[src/rtl/finder_pkg.sv]
`default_nettype none
// ============================================================================
//  Module      : finder_pkg
//  Description : Shared types and constants for the finder-pattern sequencer:
//                controller state encoding, read-port owner codes and the
//                stage watchdog counter width.
//  Revision    : 1.0 - initial release
// ============================================================================
package finder_pkg;

    // Controller states
    typedef enum logic [2:0] {
        ST_IDLE  = 3'd0,
        ST_SCAN  = 3'd1,
        ST_CROSS = 3'd2,
        ST_DONE  = 3'd3,
        ST_RETRY = 3'd4
    } state_t;

    // Frame-buffer read port owner codes
    localparam logic [1:0] OWN_NONE  = 2'd0;
    localparam logic [1:0] OWN_SCAN  = 2'd1;
    localparam logic [1:0] OWN_CROSS = 2'd2;

    // Watchdog counter width (holds values up to 2^20 - 1 with headroom)
    localparam int WD_W = 21;

endpackage : finder_pkg
`default_nettype wire

[src/rtl/stage_watchdog.sv]
`default_nettype none
// ============================================================================
//  Module      : stage_watchdog
//  Description : Per-stage timeout counter. Counts while enabled, returns to
//                zero on clear, flags expiry on the TIMEOUT_CYCLES-th counted
//                cycle (count == TIMEOUT_CYCLES-1).
//  Revision    : 1.0 - initial release
// ============================================================================
module stage_watchdog
    import finder_pkg::*;
#(
    parameter int TIMEOUT_CYCLES = 1048576
) (
    input  logic clk,
    input  logic rst,
    input  logic i_clear,
    input  logic i_enable,
    output logic o_expired
);

    localparam logic [WD_W-1:0] c_LAST = WD_W'(TIMEOUT_CYCLES - 1);

    logic [WD_W-1:0] r_count;

    // Cycle counter: clear has priority over counting
    always_ff @(posedge clk or posedge rst) begin
        if (rst) begin
            r_count <= '0;
        end else if (i_clear) begin
            r_count <= '0;
        end else if (i_enable) begin
            r_count <= r_count + 1'b1;
        end
    end

    assign o_expired = i_enable && (r_count == c_LAST);

endmodule : stage_watchdog
`default_nettype wire

[src/rtl/finder_sequencer.sv]
`default_nettype none
// ============================================================================
//  Module      : finder_sequencer
//  Description : Top-level controller for finder-pattern location on one
//                captured frame. Sequences capture handoff -> pattern scan ->
//                center search, owns the frame-buffer read port, and retries
//                on later frames up to MAX_RETRIES failed attempts.
//                Optional: define FINDER_WATCHDOG_EN to add a per-stage
//                timeout; otherwise SCAN/CROSS wait indefinitely.
//  Revision    : 1.0 - initial release
// ============================================================================
module finder_sequencer
    import finder_pkg::*;
#(
    parameter int WIDTH          = 480,
    parameter int HEIGHT         = 480,
    parameter int ADDR_W         = 20,
    parameter int TIMEOUT_CYCLES = 1048576,
    parameter int MAX_RETRIES    = 3
) (
    input  logic              clk_in,
    input  logic              rst_in,
    input  logic              frame_done,
    input  logic              scan_done,
    input  logic              centers_valid,
    input  logic              centers_not_found_error,
    input  logic [ADDR_W-1:0] scan_addr,
    input  logic [ADDR_W-1:0] cross_addr,
    output logic [ADDR_W-1:0] bram_addr,
    output logic [1:0]        rd_owner,
    output logic              scan_start,
    output logic              cross_start,
    output logic              frame_lock,
    output logic              locate_done,
    output logic              locate_fail,
    output logic [1:0]        retry_count,
    output logic              busy
);

    localparam logic [1:0] c_MAX_RETRIES = 2'(MAX_RETRIES);

    state_t     r_state;
    logic [1:0] r_owner;
    logic       r_scan_start;
    logic       r_cross_start;
    logic       r_frame_lock;
    logic       r_locate_done;
    logic       r_locate_fail;
    logic [1:0] r_retry;
    logic       w_expired;

`ifdef FINDER_WATCHDOG_EN
    logic w_wd_enable;
    logic w_wd_clear;

    // Watchdog runs only in the waiting stages and restarts on every exit
    assign w_wd_enable = (r_state == ST_SCAN) || (r_state == ST_CROSS);
    assign w_wd_clear  = !w_wd_enable
                      || ((r_state == ST_SCAN)  && scan_done)
                      || ((r_state == ST_CROSS) && (centers_valid || centers_not_found_error))
                      || w_expired;

    stage_watchdog #(
        .TIMEOUT_CYCLES (TIMEOUT_CYCLES)
    ) u_stage_watchdog (
        .clk       (clk_in),
        .rst       (rst_in),
        .i_clear   (w_wd_clear),
        .i_enable  (w_wd_enable),
        .o_expired (w_expired)
    );
`else
    assign w_expired = 1'b0;
`endif

    // Stage sequencing with registered pulses, lock, owner and retry count
    always_ff @(posedge clk_in or posedge rst_in) begin
        if (rst_in) begin
            r_state       <= ST_IDLE;
            r_owner       <= OWN_NONE;
            r_scan_start  <= 1'b0;
            r_cross_start <= 1'b0;
            r_frame_lock  <= 1'b0;
            r_locate_done <= 1'b0;
            r_locate_fail <= 1'b0;
            r_retry       <= 2'd0;
        end else begin
            r_scan_start  <= 1'b0;
            r_cross_start <= 1'b0;
            r_locate_done <= 1'b0;
            r_locate_fail <= 1'b0;
            case (r_state)
                ST_IDLE: begin
                    if (frame_done) begin
                        r_state      <= ST_SCAN;
                        r_scan_start <= 1'b1;
                        r_frame_lock <= 1'b1;
                        r_owner      <= OWN_SCAN;
                    end
                end
                ST_SCAN: begin
                    // A completed scan beats a coincident timeout
                    if (scan_done) begin
                        r_state       <= ST_CROSS;
                        r_cross_start <= 1'b1;
                        r_owner       <= OWN_CROSS;
                    end else if (w_expired) begin
                        r_state <= ST_RETRY;
                    end
                end
                ST_CROSS: begin
                    // Valid centers win over a same-cycle error or timeout
                    if (centers_valid) begin
                        r_state <= ST_DONE;
                    end else if (centers_not_found_error || w_expired) begin
                        r_state <= ST_RETRY;
                    end
                end
                ST_DONE: begin
                    r_locate_done <= 1'b1;
                    r_retry       <= 2'd0;
                    r_frame_lock  <= 1'b0;
                    r_owner       <= OWN_NONE;
                    r_state       <= ST_IDLE;
                end
                ST_RETRY: begin
                    r_frame_lock <= 1'b0;
                    r_owner      <= OWN_NONE;
                    r_state      <= ST_IDLE;
                    if (r_retry < c_MAX_RETRIES) begin
                        r_retry <= r_retry + 2'd1;
                    end else begin
                        r_locate_fail <= 1'b1;
                        r_retry       <= 2'd0;
                    end
                end
                default: begin
                    r_state      <= ST_IDLE;
                    r_owner      <= OWN_NONE;
                    r_frame_lock <= 1'b0;
                end
            endcase
        end
    end

    // Read-port mux keyed off the registered owner, adding no read latency
    always_comb begin
        bram_addr = '0;
        case (r_owner)
            OWN_SCAN:  bram_addr = scan_addr;
            OWN_CROSS: bram_addr = cross_addr;
            default:   bram_addr = '0;
        endcase
    end

    assign rd_owner    = r_owner;
    assign scan_start  = r_scan_start;
    assign cross_start = r_cross_start;
    assign frame_lock  = r_frame_lock;
    assign locate_done = r_locate_done;
    assign locate_fail = r_locate_fail;
    assign retry_count = r_retry;
    assign busy        = (r_state != ST_IDLE);

endmodule : finder_sequencer
`default_nettype wire

[config.mk]
export PLATFORM = sky130hd
export DESIGN_NAME = finder_sequencer
export DESIGN_NICKNAME = d
export VERILOG_FILES = /design/src/rtl/finder_pkg.sv /design/src/rtl/stage_watchdog.sv /design/src/rtl/finder_sequencer.sv
export SDC_FILE = /design/constraint.sdc
export NUM_CORES = 1
export LEC_CHECK = 0
export BUFFER_PORTS_ARGS = -buffer_cell sky130_fd_sc_hd__buf_2
export CORE_MARGIN = 4
export CORE_UTILIZATION = 32
export DETAILED_ROUTE_END_ITERATION = 8
export PLACE_DENSITY_LB_ADDON = 0.25
export SYNTH_ARGS = -nofsm -noshare
export SYNTH_HDL_FRONTEND = slang
export SYNTH_SLANG_ARGS = --single-unit
[constraint.sdc]
create_clock -name clk_in -period 1.2 [get_ports clk_in]
set_input_delay 0.12 -clock clk_in [delete_from_list [all_inputs] [get_ports clk_in]]
set_output_delay 0.12 -clock clk_in [all_outputs]
set_load 0.02 [all_outputs]
# [Word level (Yosys, flattened, before mapping)]
# Cells that the tools add are included.
[totals] reg_bits=12 latch_bits=0 ram_bits=0 romBits=0 input_bits=46 elab_cells=48 n_memories=0
[op_classes] add_sub_neg=1 multipliers=0 n_div=0 order_cmp=1 eq_ne=9 n_shift=0 muxes=20 n_bitwise=2 reduce_logical=7
[ops] operator="$pmux W20 S2" n=1
[ops] operator="$mux W3" n=4
[ops] operator="$pmux W3 S3" n=1
[ops] operator="$mux W1" n=8
[ops] operator="$eq A3 B2 Y1 const B" n=2
[ops] operator="$mux W2" n=3
[ops] operator="$pmux W2 S3" n=1
[ops] operator="$reduce_and A3 Y1" n=2
[ops] operator="$ne A2 B2 Y1 const B" n=2
[ops] operator="$pmux W2 S2" n=1
[ops] operator="$eq A3 B1 Y1 const B" n=1
[ops] operator="$eq A3 B3 Y1 const B" n=1
[ops] operator="$logic_not A3 Y1" n=1
[ops] operator="$ne A3 B3 Y1 const B" n=1
[ops] operator="$reduce_bool A3 Y1" n=1
[ops] operator="$add A2 B1 Y2 const B" n=1
[ops] operator="$eq A2 B1 Y1 const B" n=1
[ops] operator="$eq A2 B2 Y1 const B" n=1
[ops] operator="$lt A2 B2 Y1 const B" n=1
[ops] operator="$not A1 Y1" n=2
[ops] operator="$pmux W1 S2" n=1
[ops] operator="$reduce_and A2 Y1" n=1
[ops] operator="$reduce_bool A2 Y1" n=1
[ops] operator="$reduce_or A2 Y1" n=1

# [Logic depth before layout (Yosys ltp)]
# Gate-level depths: netlist (run 1).
[logic_depth] depth_word=4 depth_mapped=5 ltp_nobuf=4

# [Worst setup path after synthesis (run 1)]
# Ideal clock, no wire load.
[synth_timing] path_type="register to output" start="reg r_owner[0], in the netlist rd_owner[0]" end="out bram_addr[1]" arrival_time_ns=1.404 slack_ns=-0.324 path_stages_with_launch=6 n_path_buf=1 path_cell_list="dfrtp_1 > inv_1 > ha_1 > clkbuf_1 > a22oi_1 > nor2_1"
[synth_between] elab_chain_len=2
[synth_lines] item="start: declaration" line="finder_sequencer.sv:43" rtl="logic [1:0] r_owner;"
[synth_lines] item="start signal: assignment" line="finder_sequencer.sv:80" rtl="r_owner <= OWN_NONE;"
[synth_lines] item="start signal: assignment" line="finder_sequencer.sv:98" rtl="r_owner <= OWN_SCAN;"
[synth_lines] item="start signal: assignment" line="finder_sequencer.sv:106" rtl="r_owner <= OWN_CROSS;"
[synth_lines] item="$eq A2 B2 Y1 / $eq A2 B1 Y1 (equally long branches)" line="finder_sequencer.sv:149" rtl="case (r_owner)"
[synth_lines] item="$pmux W20 S2 (*)" line="finder_sequencer.sv:149"
[synth_lines] item="end: declaration" line="finder_sequencer.sv:29" rtl="output logic [ADDR_W-1:0] bram_addr,"
# Mark *: on every way between the ends. The rest lies on a longest branch, timed or not.

# [Worst setup path after layout (run 1)]
[layout_timing] start="reg r_owner[0], in the netlist rd_owner[0]" end="out bram_addr[18]"
# Same word-level chain as after synthesis.

==> impl_metrics.toml, run 1 <==
[outcome]
status = "finished with violations"
failed_checks = "setup timing"

[detailed_routing]
drtIter0Drc = 15
antenna_left = 0
post-route-drc-count = 0
vias = 1118
wl_per_cell_um = 15.0
firstDrtPassIters = 4
routed_wl_um = 3300
routed_via_density = 5.08

[die]
start_util_pct = 35.0
core_um2 = 2320
die_w_um = 58.4
die_y_um = 58.4
pin_count = 76
row_count = 17
dieArea_um2 = 3410

[hold_path]
min_path_type = "primary input to flop"

[yosys]
ys_seq_elements = 12
synth_async_sr_flop_share_pct = 100
ys_types = 27
synth_cells = 97
seq_area_frac_synth_pct = 37.0
synth_top_area_share_pct = 37.0
ys_top_cells_by_area = "dfrtp_1, a22oi_1, nor2_1"
syn_area_um2 = 812
synth_edf_count = 0
yosysWarnings = 0
synth_top_area_cell = "dfrtp_1"
synthFlopType = "dfrtp_1"
syn_avg_cell_area_um2 = 8.37
syn_nets = 146

[sta]
grt_setup_unrepaired = "true"
timing.hold.ws_ns = 0.0545
layout_min_cycle_time_ns = 1.61
fin_ws_ns = -0.413
worstMarginPinSlew_ns = 0.455
maxSlewHeadroom_pct = 69.7
tns_ns = -8.11
setup_violations = 23
maxSlewViolCount = 0
period_share_pct = 134
finClkSkew_ns = 0.00255
fmax_mhz = 620
hold_viol = 0

[global_routing]
grt_util_all_layers_pct = 20.3
first_global_vias = 1197
grt_max_degree = 14
antenna_found_initial = 0
grt_overflow_total = 0
grt_pass1_wl_um = 5310

[placement]
place.port_buffers = 75
routabilityCongestion = 0.850
hpwl_um = 2360
placed_area_um2 = 1590
placed_cells = 202

[final_layout]
antennaDiodeCount = 0
multiInputGateArea_um2 = 792
seq_area_um2 = 305
drive_gt1_share_pct = 84.4
fin_cells = 220
area_growth_pct = 139
layout_common_cells = "buf_2, buf_6, nor2_4"
final_common_cell = "buf_2"
fill_cells = 130
final_area_um2 = 1940
nNetsFinal = 242

[power]
powerDensity_nw_per_um2 = 2960
p_leak_uw = 0.000883
ir_drop_v = 0.00213

[job]
drv_cap = 0

[setup_path]
cp_max_fo = 10
endpoint_kind = "output port"
critPathArrivalTime_ns = 1.49
path_class = "flop to output port"
startpoint_type = "flop"
required_ns = 1.08

[cts]
cts_root_buffer = "clkbuf_4"
cts.sinks = 12
cts.clk_slew.worst_paths_ns = 0.07
clk_latency_ns = 0.28
numCtsBuffers = 3
cts_tree = "built"
htreeDepth = 1
clk_path_buf_depth = 2
## state kept, by name, summed over array words and instances (netlist names)
register	cells
retry_count	2
r_state	3
locate_done	1
frame_lock	1
cross_start	1
locate_fail	1
scan_start	1
rd_owner	2
## timing repair
action / CTS / global route
setup buffers: 14 / 0
hold buffers: 1 / 0
gates resized for setup: 49 / 13
endpoints found under the hold margin: 12 / 0
pin swaps: 8 / 7
setup endpoints to repair: 23 / 27
## worst max-delay path, stage by stage, from the launching register on
cell	delay (ns)
dfrtp_2	0.41
inv_2	0.07
ha_4	0.18
buf_12	0.15
a22oi_2	0.22
nor2_4	0.06
buf_6	0.13
## worst paths after layout
path                              from        endpoint  slack (ns)  cells after the start
max in group asynchronous       rst_in      r_state[0]        0.48                      3
setup reg to reg            r_state[1]  retry_count[0]       -0.09                      3
min in group asynchronous       rst_in  retry_count[1]        0.38                      3
hold reg to reg             frame_lock      frame_lock        0.54                      2
hold / removal               scan_done     rd_owner[0]        0.05                      2
setup / recovery           rd_owner[0]   bram_addr[18]       -0.41                      6
## cell type report
type	count	share of cell area (%)
clock buffer	4	1.35
inverter	4	0.774
multi-input combinational	72	40.8
sequential	12	15.7
tap	28	1.81
timing repair buffer	100	39.5
## metal layers
metal | global-route usage [%] | part of all wire, %
met5 | 0 | 0
met4 | 6.62 | 1.9
met3 | 2.85 | 5.2
met2 | 41.9 | 60
met1 | 19.9 | 33
## cells in the mapped netlist, drive strengths merged, types with 2 or more instances
master	instances
a21oi	3
a22oi	21
buf	3
clkbuf	6
dfrtp	12
ha	3
inv	4
nand3b	2
nor2	26
## through the flow
stage / power (µW) / util (%) / setup WS, ns
2_1_floorplan: 3670 / - / -0.0326
3_3_place_gp: 4360 / 68.4 / -0.153
3_5_place_dp: 4470 / 68.4 / -0.203
4_1_cts: 5580 / 81.5 / -0.412
5_1_grt: 6080 / 83.7 / -0.473
6_report: 5740 / 83.7 / -0.413
## power by group
part | total (µW) | switching [µW] | leakage [µW] | internal [µW]
sequential | 675 | 122 | 0.000151 | 553
clock | 270 | 140 | 0.0000150 | 129
combinational | 4790 | 2470 | 0.000717 | 2320
## cells by family after synthesis
kind of cell	synth area share, %
compound gates	30.5
simple gates	21.6
buf+inv	6.32
fa+ha+maj	4.62
flops	37.0
No activity file was read; power rests on OpenSTA's default activity.
==> inputs of run 2 (changes only) <==
- HOLD_SLACK_MARGIN: default -> 0.1
==> run 2 against run 1 <==
The run still ends with setup timing left. Clock power about the same. Via count rose by 1.3%. Die area unchanged. Cell count rose by 0.91%. Critical path depth stayed put. Global-route usage up 0.41 points. Register-to-register slack is essentially flat. Setup slack got worse by 0.0032 ns. Clock skew is 0.0017 ns higher.
==> impl_metrics.toml, run 2 (synthesis gave the netlist of run 1 again) <==
[die]
start_util_pct = 35.0
dieArea_um2 = 3410
die_y_um = 58.4
pin_count = 76
die_w_um = 58.4
core_um2 = 2320
row_count = 17

[detailed_routing]
antenna_left = 0
routed_via_density = 5.10
post-route-drc-count = 0
drtIter0Drc = 22
routed_wl_um = 3360
wl_per_cell_um = 15.1
firstDrtPassIters = 4
vias = 1133

[sta]
maxSlewViolCount = 0
period_share_pct = 135
worstMarginPinSlew_ns = 0.460
setup_violations = 23
timing.hold.ws_ns = 0.115
maxSlewHeadroom_pct = 69.3
hold_viol = 0
layout_min_cycle_time_ns = 1.62
fin_ws_ns = -0.416
finClkSkew_ns = 0.00426
fmax_mhz = 619
grt_setup_unrepaired = "true"

[global_routing]
first_global_vias = 1212
antenna_found_initial = 0
grt_util_all_layers_pct = 20.7
grt_pass1_wl_um = 5420
grt_max_degree = 14
grt_overflow_total = 0

[setup_path]
required_ns = 1.08
startpoint_type = "flop"
path_class = "flop to output port"
cp_max_fo = 10
r2r_slack_ns = -0.09
endpoint_kind = "output port"
critPathArrivalTime_ns = 1.50

[final_layout]
nNetsFinal = 244
area_growth_pct = 141
final_common_cell = "buf_2"
largest_register_ffs = 3
layout_common_cells = "buf_2, buf_6, nor2_4"
regMostFlops = "r_state"
fin_cells = 222
antennaDiodeCount = 0
drive_gt1_share_pct = 83.5
utilization_pct = 84.6

[cts]
cts.sinks = 12
clk_path_buf_depth = 2
cts.clk_slew.worst_paths_ns = 0.08
clk_latency_ns = 0.28
numCtsBuffers = 3
cts_tree = "built"
htreeDepth = 1
cts_root_buffer = "clkbuf_4"

[power]
ir_drop_v = 0.00212
powerDensity_nw_per_um2 = 2930
p_leak_uw = 0.000892

[placement]
pre_cts_slack_ns = -0.203
placed_cells = 202
place.port_buffers = 75
hpwl_um = 2360
routabilityCongestion = 0.850

[outcome]
status = "finished with violations"
failed_checks = "setup timing"

[hold_path]
min_path_type = "primary input to flop"

[job]
drv_cap = 0
run 2: cell count changes in the layout (fill, tap and decap cells not counted), sizes merged:
cell / delta
dlygate4sd3: +2
run 2: stage by stage:
stage          setup TNS (ns)  instance area, µm²  total power [µW]
6_report                -8.17                1960              5740
5_1_grt                 -9.51                1960              6080
4_1_cts                 -8.08                1910              5590
3_5_place_dp            -3.72                1590              4470
3_3_place_gp            -2.94                1590              4360
2_1_floorplan          -0.524                1170              3670
run 2: critical path, cell delays in order, from the launching register on:
cell     delay [ns]
dfrtp_2        0.41
inv_2          0.07
ha_4           0.18
buf_12         0.15
a22oi_2        0.22
nor2_4         0.06
buf_6          0.13
run 2: layout make-up:
class | count | area (µm²)
sequential | 12 | 305
fill | 128 | 358
timing repair buffer | 102 | 787
tap | 28 | 35.0
multi-input combinational | 72 | 792
clock buffer | 4 | 26.3
inverter | 4 | 15.0
run 2: timing repair:
action,in CTS,in global routing
buffers inserted,14,0
setup endpoints to repair,23,27
gates resized for setup,49,13
hold buffers,3,0
pin swaps,8,7
endpoints found under the hold margin,14,0
run 2: worst paths after layout:
| kind | startpoint | to | cells after the start |
|---|---|---|---|
| worst min register to register | frame_lock | frame_lock | 2 |
| min in group asynchronous | rst_in | retry_count[1] | 3 |
| worst max register to register | r_state[1] | retry_count[0] | 3 |
| worst min-delay path | centers_not_found_error | r_state[2] | 3 |
| max in group asynchronous | rst_in | r_state[0] | 3 |
| worst max-delay path | rd_owner[0] | bram_addr[18] | 6 |
run 2: metal layers:
metal | track usage [%] | share of wire, %
met5 | 0 | 0
met3 | 2.85 | 5.6
met1 | 20.3 | 33
met2 | 43.2 | 60
met4 | 5.96 | 1.4
run 2: power by group:
part / internal [µW] / total [µW] / switching (µW)
sequential: 553 / 676 / 123
clock: 129 / 271 / 142
combinational: 2330 / 4800 / 2470
total: 3010 / 5740 / 2740
==> inputs of run 3 (changes only) <==
- SKIP_CTS_REPAIR_TIMING: default -> 1
==> run 3 against run 2 <==
The run still ends with setup timing left. Design area is 3.8% lower. Via count decreased by 3.1%. Critical path depth unchanged. Register-to-register slack worse by 0.02 ns. Clock skew increased by 0.0011 ns. Sequential power up 1%. Wire length shrank 3.2%. Core utilization fell by 3.2 points. Non-clock buffer count shrank 4. Sequential cell count unchanged. Highest routed layer unchanged.
==> impl_metrics.toml, run 3 (synthesis gave the netlist of run 1 again) <==
[outcome]
status = "finished with violations"
failed_checks = "setup timing"

[final_layout]
final_common_cell = "buf_2"
area_growth_pct = 132
fill_cells = 150
nNetsFinal = 240
largest_register_ffs = 3
layout_common_cells = "buf_2, a22oi_2, nor2_4"
regMostFlops = "r_state"
drive_gt1_share_pct = 82.1
antennaDiodeCount = 0
final_area_um2 = 1890

[cts]
clk_latency_ns = 0.29
clk_path_buf_depth = 2
numCtsBuffers = 3
cts_tree = "built"
cts.clk_slew.worst_paths_ns = 0.07
cts.sinks = 12
cts_root_buffer = "clkbuf_4"
htreeDepth = 1

[setup_path]
path_class = "flop to output port"
critPathArrivalTime_ns = 1.51
timing.rr.start = "r_state[1]"
critical_path.top_delay_family = "flip-flops"
crit_path_max_incr_delay_ns = 0.41
cp.buffers_inverters = 3
r2r_slack_ns = -0.11
rr_endpoint = "retry_count[0]"
startpoint_type = "flop"
cp_max_fo = 10
endpoint_kind = "output port"
slowest_stage = "dfrtp_2"
path_cells = "inv_2 -> ha_4 -> buf_8 -> a22oi_2 -> nor2_4 -> buf_2"
reg2regPathDepth = 3
required_ns = 1.08

[global_routing]
antenna_found_initial = 0
grt_pass1_wl_um = 4530
grt_util_all_layers_pct = 17.2
grt_overflow_total = 0
first_global_vias = 1063
grt_max_degree = 21

[detailed_routing]
wl_per_cell_um = 14.9
post-route-drc-count = 0
antenna_left = 0
routed_via_density = 5.04
firstDrtPassIters = 4
drtIter0Drc = 10
routed_wl_um = 3250
vias = 1098

[sta]
maxSlewHeadroom_pct = 69.9
finClkSkew_ns = 0.00532
fmax_mhz = 614
fin_ws_ns = -0.429
hold_viol = 0
setup_violations = 23
worstMarginPinSlew_ns = 0.451
layout_min_cycle_time_ns = 1.63
maxSlewViolCount = 0
period_share_pct = 136
grt_setup_unrepaired = "true"

[die]
core_um2 = 2320
dieArea_um2 = 3410
die_y_um = 58.4
start_util_pct = 35.0
pin_count = 76
die_w_um = 58.4
row_count = 17

[power]
p_leak_uw = 0.000859
power.total_uw = 5500
powerDensity_nw_per_um2 = 2910
ir_drop_v = 0.00213

[hold_path]
min_path_type = "primary input to flop"
hold_end = "r_state[2]"
min_from = "centers_not_found_error"
min_path_cells = 3

[placement]
hpwl_um = 2360
place.port_buffers = 75
routabilityCongestion = 0.850
placed_area_um2 = 1590

[job]
drv_cap = 0
run 3: layer usage:
metal  share of wire, %  up-vias  global-route usage [%]
met5                  0        -                       0
met4                1.1        0                    6.29
met3                6.6        3                    2.19
met2                 60       42                    35.6
met1                 32      515                    16.8
li1                   -      538                       -
run 3: report_power, final:
group          total, µW  leakage, µW  switching [µW]  internal (µW)
logic               4540     0.000693            2380           2160
clock network        271    0.0000150             141            129
registers            683     0.000151             129            554
run 3: worst max-delay path by stage:
stage	cells past startpoint	slack, ns	endpoint	start
after CTS	5	-0.53	bram_addr[1]	rd_owner[0]
after detailed placement	5	-0.20	bram_addr[1]	rd_owner[0]
after floorplan	5	-0.03	bram_addr[0]	rd_owner[0]
final	6	-0.43	bram_addr[12]	rd_owner[0]
after global routing	6	-0.50	bram_addr[15]	rd_owner[0]
after global placement	5	-0.15	bram_addr[0]	rd_owner[0]
run 3: stage by stage:
stage | hold slack (ns) | instances | util (%) | TNS (ns) | setup slack, ns
global placement | 0.134 | 202 | 68.4 | -2.94 | -0.153
finish | 0.113 | 218 | 81.3 | -8.25 | -0.429
CTS | -0.161 | 206 | 69.6 | -10.44 | -0.528
global route | 0.133 | 218 | 81.3 | -9.57 | -0.495
detailed placement | 0.147 | 202 | 68.4 | -3.72 | -0.203
floorplan | -0.0154 | 97 | - | -0.524 | -0.0326
run 3: area by class of cell:
class | count | area [µm²] | share of cell area, %
flip-flops and latches | 12 | 305 | 16.2
multi-input cells | 72 | 764 | 40.5
repair buffers | 98 | 739 | 39.2
clock buffers | 4 | 26.3 | 1.39
inverters | 4 | 15.0 | 0.796
well taps | 28 | 35.0 | 1.86
run 3: worst min-delay path: cells and delay by family:
family / cells / cell delay [ns]
buf+inv: 1 / 0.10
simple gates: 2 / 0.14
